**config.mk**
```make
export PLATFORM = sky130hd
export DESIGN_NAME = rr_mux_4_1_v_flat
export DESIGN_NICKNAME = d
export VERILOG_FILES = /design/src/rtl/rr_mux_4_1_v_if.sv /design/src/rtl/rr_mux_4_1_v.sv /design/src/flat_wrapper.sv
export SDC_FILE = /design/constraint.sdc
export NUM_CORES = 1
export LEC_CHECK = 0
export CAP_MARGIN = 0
export CORE_AREA = 2 2 65 67
export CTS_CLUSTER_SIZE = 10
export DETAILED_ROUTE_END_ITERATION = 10
export DIE_AREA = 0 0 67 69
export GPL_TIMING_DRIVEN = 0
export PLACE_DENSITY = 0.78
export SLEW_MARGIN = 20
export SYNTH_ARGS = -nofsm -noshare
export SYNTH_HDL_FRONTEND = slang
export SYNTH_SLANG_ARGS = --single-unit
```
**constraint.sdc**
```tcl
create_clock -name i_clk -period 2.93 [get_ports i_clk]
set_input_delay 0.293 -clock i_clk [delete_from_list [all_inputs] [get_ports i_clk]]
set_output_delay 0.293 -clock i_clk [all_outputs]
set_load 0.03 [all_outputs]
```
**src/rtl/rr_mux_4_1_v_if.sv**
```systemverilog
// Four-lane collecting bus: per-lane valid/ready/data in, one tagged stream out.
// The slave modport is the arbitrating mux; master is the agent driving the lanes and sink.
interface rr_mux_4_1_v_if #(
    parameter int DATA_W = 8
);
    logic [3:0]          i_valid;
    logic [4*DATA_W-1:0] i_data;
    logic [3:0]          o_ready;
    logic                o_valid;
    logic [DATA_W-1:0]   o_data;
    logic [3:0]          o_sel_code;
    logic                i_ready;

    modport master (
        output i_valid,
        output i_data,
        output i_ready,
        input  o_ready,
        input  o_valid,
        input  o_data,
        input  o_sel_code
    );

    modport slave (
        input  i_valid,
        input  i_data,
        input  i_ready,
        output o_ready,
        output o_valid,
        output o_data,
        output o_sel_code
    );
endinterface

```
**src/rtl/rr_mux_4_1_v.sv**
```systemverilog
// 4:1 round-robin mux with bounded bursts; output beat tagged with a one-hot source code.
// Latency: 1 cycle (registered output), 1 beat/cycle sustained.
// Backpressure: when the output holds an unaccepted beat, all lane readies drop and state freezes.
module rr_mux_4_1_v #(
    parameter int DATA_W    = 8,
    parameter int BURST_LEN = 4
) (
    input  logic          i_clk,
    input  logic          i_rst,
    rr_mux_4_1_v_if.slave bus
);
    localparam int CNT_W = $clog2(BURST_LEN + 1);
    localparam logic [CNT_W-1:0] CNT_MAX = CNT_W'(BURST_LEN);
    localparam logic [CNT_W-1:0] CNT_ONE = CNT_W'(1);

    logic [1:0]        ptr;
    logic [CNT_W-1:0]  cnt;
    logic              out_vld;
    logic [DATA_W-1:0] out_dat;
    logic [3:0]        out_sel;

    logic [DATA_W-1:0] lane [4];
    logic              load;
    logic              gnt_any;
    logic [1:0]        gnt_idx;
    logic [1:0]        cand;
    logic              xfer;

    genvar g;
    generate
        for (g = 0; g < 4; g++) begin : g_lane
            assign lane[g] = bus.i_data[g*DATA_W +: DATA_W];
        end
    endgenerate

    assign load = ~out_vld | bus.i_ready;

    // A zero count means no burst is in progress (only after reset), so the
    // sticky rule is skipped and rotation starts at ptr+1, giving ch0 first.
    always_comb begin
        gnt_any = 1'b0;
        gnt_idx = ptr;
        cand    = ptr;
        if (cnt != '0 && cnt < CNT_MAX && bus.i_valid[ptr]) begin
            gnt_any = 1'b1;
        end else begin
            for (int j = 1; j <= 4; j++) begin
                cand = ptr + 2'(j);
                if (!gnt_any && bus.i_valid[cand]) begin
                    gnt_any = 1'b1;
                    gnt_idx = cand;
                end
            end
        end
    end

    assign xfer        = load & gnt_any & ~i_rst;
    assign bus.o_ready = xfer ? (4'b0001 << gnt_idx) : 4'b0000;

    always_ff @(posedge i_clk) begin
        if (i_rst) begin
            out_vld <= 1'b0;
            out_dat <= '0;
            out_sel <= 4'b0000;
            ptr     <= 2'd3;
            cnt     <= '0;
        end else if (load) begin
            if (gnt_any) begin
                out_vld <= 1'b1;
                out_dat <= lane[gnt_idx];
                out_sel <= 4'b0001 << gnt_idx;
                // A saturated pointer regranted as sole requester starts a fresh burst.
                if (gnt_idx == ptr && cnt < CNT_MAX) begin
                    cnt <= cnt + CNT_ONE;
                end else begin
                    ptr <= gnt_idx;
                    cnt <= CNT_ONE;
                end
            end else begin
                out_vld <= 1'b0;
            end
        end
    end

    assign bus.o_valid    = out_vld;
    assign bus.o_data     = out_dat;
    assign bus.o_sel_code = out_sel;
endmodule
```
**src/flat_wrapper.sv**
```systemverilog
// flat-port wrapper written by rule: the top's interface ports become plain ports
module rr_mux_4_1_v_flat 
#(
    parameter int DATA_W    = 8,
    parameter int BURST_LEN = 4
)
  (i_clk, i_rst, bus_i_valid, bus_i_data, bus_i_ready, bus_o_ready, bus_o_valid, bus_o_data, bus_o_sel_code);
  rr_mux_4_1_v_if #(.DATA_W(DATA_W)) bus_i ();
  input  logic i_clk;
  input  logic i_rst;
  input wire logic [$bits(bus_i.i_valid)-1:0] bus_i_valid;
  input wire logic [$bits(bus_i.i_data)-1:0] bus_i_data;
  input wire logic [$bits(bus_i.i_ready)-1:0] bus_i_ready;
  output wire logic [$bits(bus_i.o_ready)-1:0] bus_o_ready;
  output wire logic [$bits(bus_i.o_valid)-1:0] bus_o_valid;
  output wire logic [$bits(bus_i.o_data)-1:0] bus_o_data;
  output wire logic [$bits(bus_i.o_sel_code)-1:0] bus_o_sel_code;
  assign bus_i.i_valid = bus_i_valid;
  assign bus_i.i_data = bus_i_data;
  assign bus_i.i_ready = bus_i_ready;
  assign bus_o_ready = bus_i.o_ready;
  assign bus_o_valid = bus_i.o_valid;
  assign bus_o_data = bus_i.o_data;
  assign bus_o_sel_code = bus_i.o_sel_code;
  rr_mux_4_1_v #(.DATA_W(DATA_W), .BURST_LEN(BURST_LEN)) u_core (.i_clk(i_clk), .i_rst(i_rst), .bus(bus_i));
endmodule
```
==> reports/metrics.yaml <==
floorplanning:
  start_util_pct: 44.7
  chipWidth_um: 67
  fp-row-count: 23
  i_o_pin_count: 56
  die_h_um: 69
  dieArea_mm2: 0.00462
  core_mm2: 0.00391
timing:
  final-setup-viol-count: 0
  hold_viol: 0
  finClkSkew_ns: 0.00240
  clock.fmax_ghz: 0.351
  finalSetupTns_ns: 0
  post-route-period-util_pct: 97.2
  layout_min_cycle_time_ns: 2.85
  slew_violations: 0
  unrepaired_setup_endpoints_after_global_routing: "true"
  max_slew.worst_pin.slew_ns: 0.741
  relSlewSlack_pct: 49.9
grt:
  grt_pass1_wl_um: 8380
  grt_overflow: 0
  number_of_antenna_violations_at_the_first_check_in_global_routing: 0
  global_route.usage.total_pct: 22.3
  grt_start_max_net_pins: 11
  first_global_vias: 1858
detailed_routing:
  drt-vias-per-instance: 5.94
  avg_wl_per_cell_um: 15.2
  via_count: 1978
  finalWirelength_um: 5070
  drt_first_pass_iters: 5
  antenna_violating_nets_post_route: 0
  drc_errors: 0
  detail_route.iter0.violations: 166
setup_path:
  cp-startpoint: "bus_i_valid[0]"
  path_cells: "clkdlybuf4s50_1, buf_4, or4b_4, nor2_4, o21ai_4, a22oi_4, nand2b_4, buf_8, nor2_1, clkbuf_4"
  worst_ep_arrival_time_ns: 2.55
  critical_path_sink: "bus_o_ready[2]"
  crit_family: "simple AND/OR/NAND/NOR gates"
  worst-path-stages: 10
  endpoint_required_time_on_the_critical_path_ns: 2.64
  critPathMaxFanout: 10
  critical_path.max_stage_delay_ns: 0.55
  worst_r2r_endpoint: "u_core.bus.o_data[7]"
  cp-end-kind: "output port"
  regToRegStartpoint: "u_core.cnt[0]"
  critical_path.slowest_cell: "sky130_fd_sc_hd__or4b_4"
  reg2reg_setup_slack_ns: 0.25
  worstPathBufferInverterCount: 4
  path_class: "in2out"
  setup.worst_path.start_class: "input pin"
  worstRegToRegCells: 8
synth:
  synth_top_cells_by_area: "sky130_fd_sc_hd__dfxtp_1, sky130_fd_sc_hd__a41oi_1, sky130_fd_sc_hd__o211ai_2"
  synth.largest_area_cell: "sky130_fd_sc_hd__dfxtp_1"
  synthCells: 217
  synth-main-ff-cell: "sky130_fd_sc_hd__dfxtp_1"
  synth-edff-count: 0
  syn_nets: 258
  synth.cell_area_mm2: 0.00175
  synth_seq_area_share_pct: 20.6
  postSynth.asyncResetShare_pct: 0
  synth.yosys.warnings: 0
  postSynthRegisterBits: 18
  synth_top_area_share_pct: 20.6
  synthDistinctLibCells: 57
  avgSynthCellArea_um2: 8.06
  yosys.cell_count.top_type: "sky130_fd_sc_hd__inv_1"
  post_synth_top_cells: "sky130_fd_sc_hd__inv_1, sky130_fd_sc_hd__nand2_1, sky130_fd_sc_hd__nor2_1"
clocking:
  numCtsBuffers: 3
  cts_root_buf: "sky130_fd_sc_hd__clkbuf_8"
  tritoncts: "built"
  clock_insertion_delay_worst_skew_ns: 0.26
  htreeDepth: 1
  max-clock-path-buffers: 2
  cts_num_sinks: 18
  clock_pin_transition_on_the_worst_setup_and_hold_timing_paths_ns: 0.07
power:
  power.share.switching_pct: 47.8
  pwr-share-seq_pct: 17.1
  pwr-share-comb_pct: 73.9
  internal_power_mw: 1.22
  vdd.ir_drop.worst_uv: 567
  p_leak_nw: 1.03
  switchingPower_mw: 1.11
  pwr_density_cell_mw_per_mm2: 929
  total_power_mw: 2.33
  clock_power_share_pct: 9.0
placed_design:
  post-dp-hpwl_um: 3580
  place_inst: 322
  placement.cell_area_mm2: 0.00236
  portBuffers: 55
  place.gp.congestion: 0.843
cells_and_area:
  num_antenna_cells: 0
  final_nets: 325
  finalInstanceArea_mm2: 0.00251
  fill_cells: 354
  layout_area_overhead_pct: 43.4
  layoutNonFillerInstCount: 333
  drive_gt1_share_pct: 21.6
hold_path:
  timing.hold.worst.class: "reg2reg"
job:
  maxCapViolations: 0
status:
  run_status: "complete, no violations"
-- logic make-up (layout without fill, tap and decap cells) --
family                   after synthesis  after routing  share of synthesized area, %
AO/OA/AOI/OAI                         88             88                          44.6
AND/OR/NAND/NOR                       69             69                          20.7
buffers and inverters                 36            102                          9.58
flip-flops                            18             18                          20.6
multiplexers                           3              3                          2.50
adder cells (fa/ha/maj)                2              2                          1.43
XOR/XNOR                               1              1                         0.501
-- worst min-delay path by stage --
stage | start | endpoint | cells past startpoint
finish | u_core.bus.o_sel_code[3] | u_core.bus.o_sel_code[3] | 2
global route | u_core.bus.o_sel_code[2] | u_core.bus.o_sel_code[2] | 2
CTS | u_core.bus.o_sel_code[3] | u_core.bus.o_sel_code[3] | 2
detailed placement | u_core.bus.o_sel_code[3] | u_core.bus.o_sel_code[3] | 2
global placement | u_core.bus.o_sel_code[2] | u_core.bus.o_sel_code[2] | 2
floorplan | u_core.cnt[1] | u_core.cnt[1] | 2
-- layout make-up --
cell class	instances	area (µm²)	area share (%)
sequential	18	360	14.4
buffer	15	101	4.04
clock buffer	4	55.1	2.19
tap	50	62.6	2.49
timing repair buffer	62	587	23.4
multi-input combinational	163	1260	50.4
inverter	21	78.8	3.14
-- power groups by stage --
| stage | combinational, mW | clock, mW | sequential, mW |
|---|---|---|---|
| 3_5_place_dp | 1.58 | 0 | 0.403 |
| 2_1_floorplan | 0.997 | 0 | 0.547 |
| 5_1_grt | 1.85 | 0.225 | 0.412 |
| 3_3_place_gp | 1.58 | 0 | 0.403 |
| 6_report | 1.72 | 0.210 | 0.398 |
| 4_1_cts | 1.66 | 0.213 | 0.399 |
-- metrics by stage --
stage / hold WS, ns / setup slack, ns / util [%]
after floorplan: 0.449 / 0.400 / -
after detailed placement: 0.450 / -0.545 / 60.4
final: 0.455 / 0.0826 / 64.1
after CTS: 0.461 / 0.000140 / 63.2
after global placement: 0.441 / -0.542 / 60.4
after global routing: 0.477 / -0.0288 / 64.1
-- sequential cells by signal, indices dropped and copies added (netlist names) --
signal and cells:
u_core.bus.o_sel_code 4, u_core.ptr 2, u_core.bus.o_data 8, u_core.cnt 3, u_core.bus.o_valid 1
-- layout by cell type, fill, tap and decap left out, types with 3 or more instances in the layout --
cell | synthesis | routed
sky130_fd_sc_hd__nor2_1 | 19 | 17
sky130_fd_sc_hd__nand4_1 | 3 | 3
sky130_fd_sc_hd__dfxtp_1 | 18 | 18
sky130_fd_sc_hd__a21oi_1 | 17 | 16
sky130_fd_sc_hd__o211ai_2 | 7 | 7
sky130_fd_sc_hd__clkbuf_8 | 0 | 4
sky130_fd_sc_hd__nand2_1 | 19 | 19
sky130_fd_sc_hd__a22o_1 | 8 | 8
sky130_fd_sc_hd__nand2b_1 | 6 | 6
sky130_fd_sc_hd__o21ai_0 | 4 | 4
sky130_fd_sc_hd__clkdlybuf4s50_1 | 0 | 50
sky130_fd_sc_hd__nor3_1 | 4 | 4
sky130_fd_sc_hd__o211ai_1 | 3 | 3
sky130_fd_sc_hd__a222oi_1 | 8 | 8
sky130_fd_sc_hd__nand3_1 | 4 | 4
sky130_fd_sc_hd__a41oi_1 | 10 | 10
sky130_fd_sc_hd__o31ai_1 | 8 | 8
sky130_fd_sc_hd__inv_1 | 20 | 20
sky130_fd_sc_hd__buf_2 | 5 | 6
sky130_fd_sc_hd__clkbuf_1 | 6 | 3
sky130_fd_sc_hd__buf_4 | 1 | 11
-- worst register-to-register path, delay by kind of cell (launching register included) --
family | cells | cell delay (ns)
simple gates | 2 | 0.64
compound gates | 4 | 1.27
fa+ha+maj | 1 | 0.21
buf+inv | 1 | 0.07
flops | 1 | 0.37
-- metal layers --
metal / routed length (µm) / vias to the layer above / track usage (%)
met4: 77 / 0 / 5.44
li1: - / 969 / -
met5: 0 / - / 0
met1: 2310 / 929 / 31.8
met3: 331 / 8 / 3.43
met2: 2360 / 72 / 34.7
-- timing repair --
action,4_1_cts,5_1_grt
resized for setup,23,20
endpoints found under the setup margin,4,4
gates cloned,0,0
hold buffers,0,0
setup buffers,5,2
pin swaps,2,3
Power figures use the tool's default switching activity.
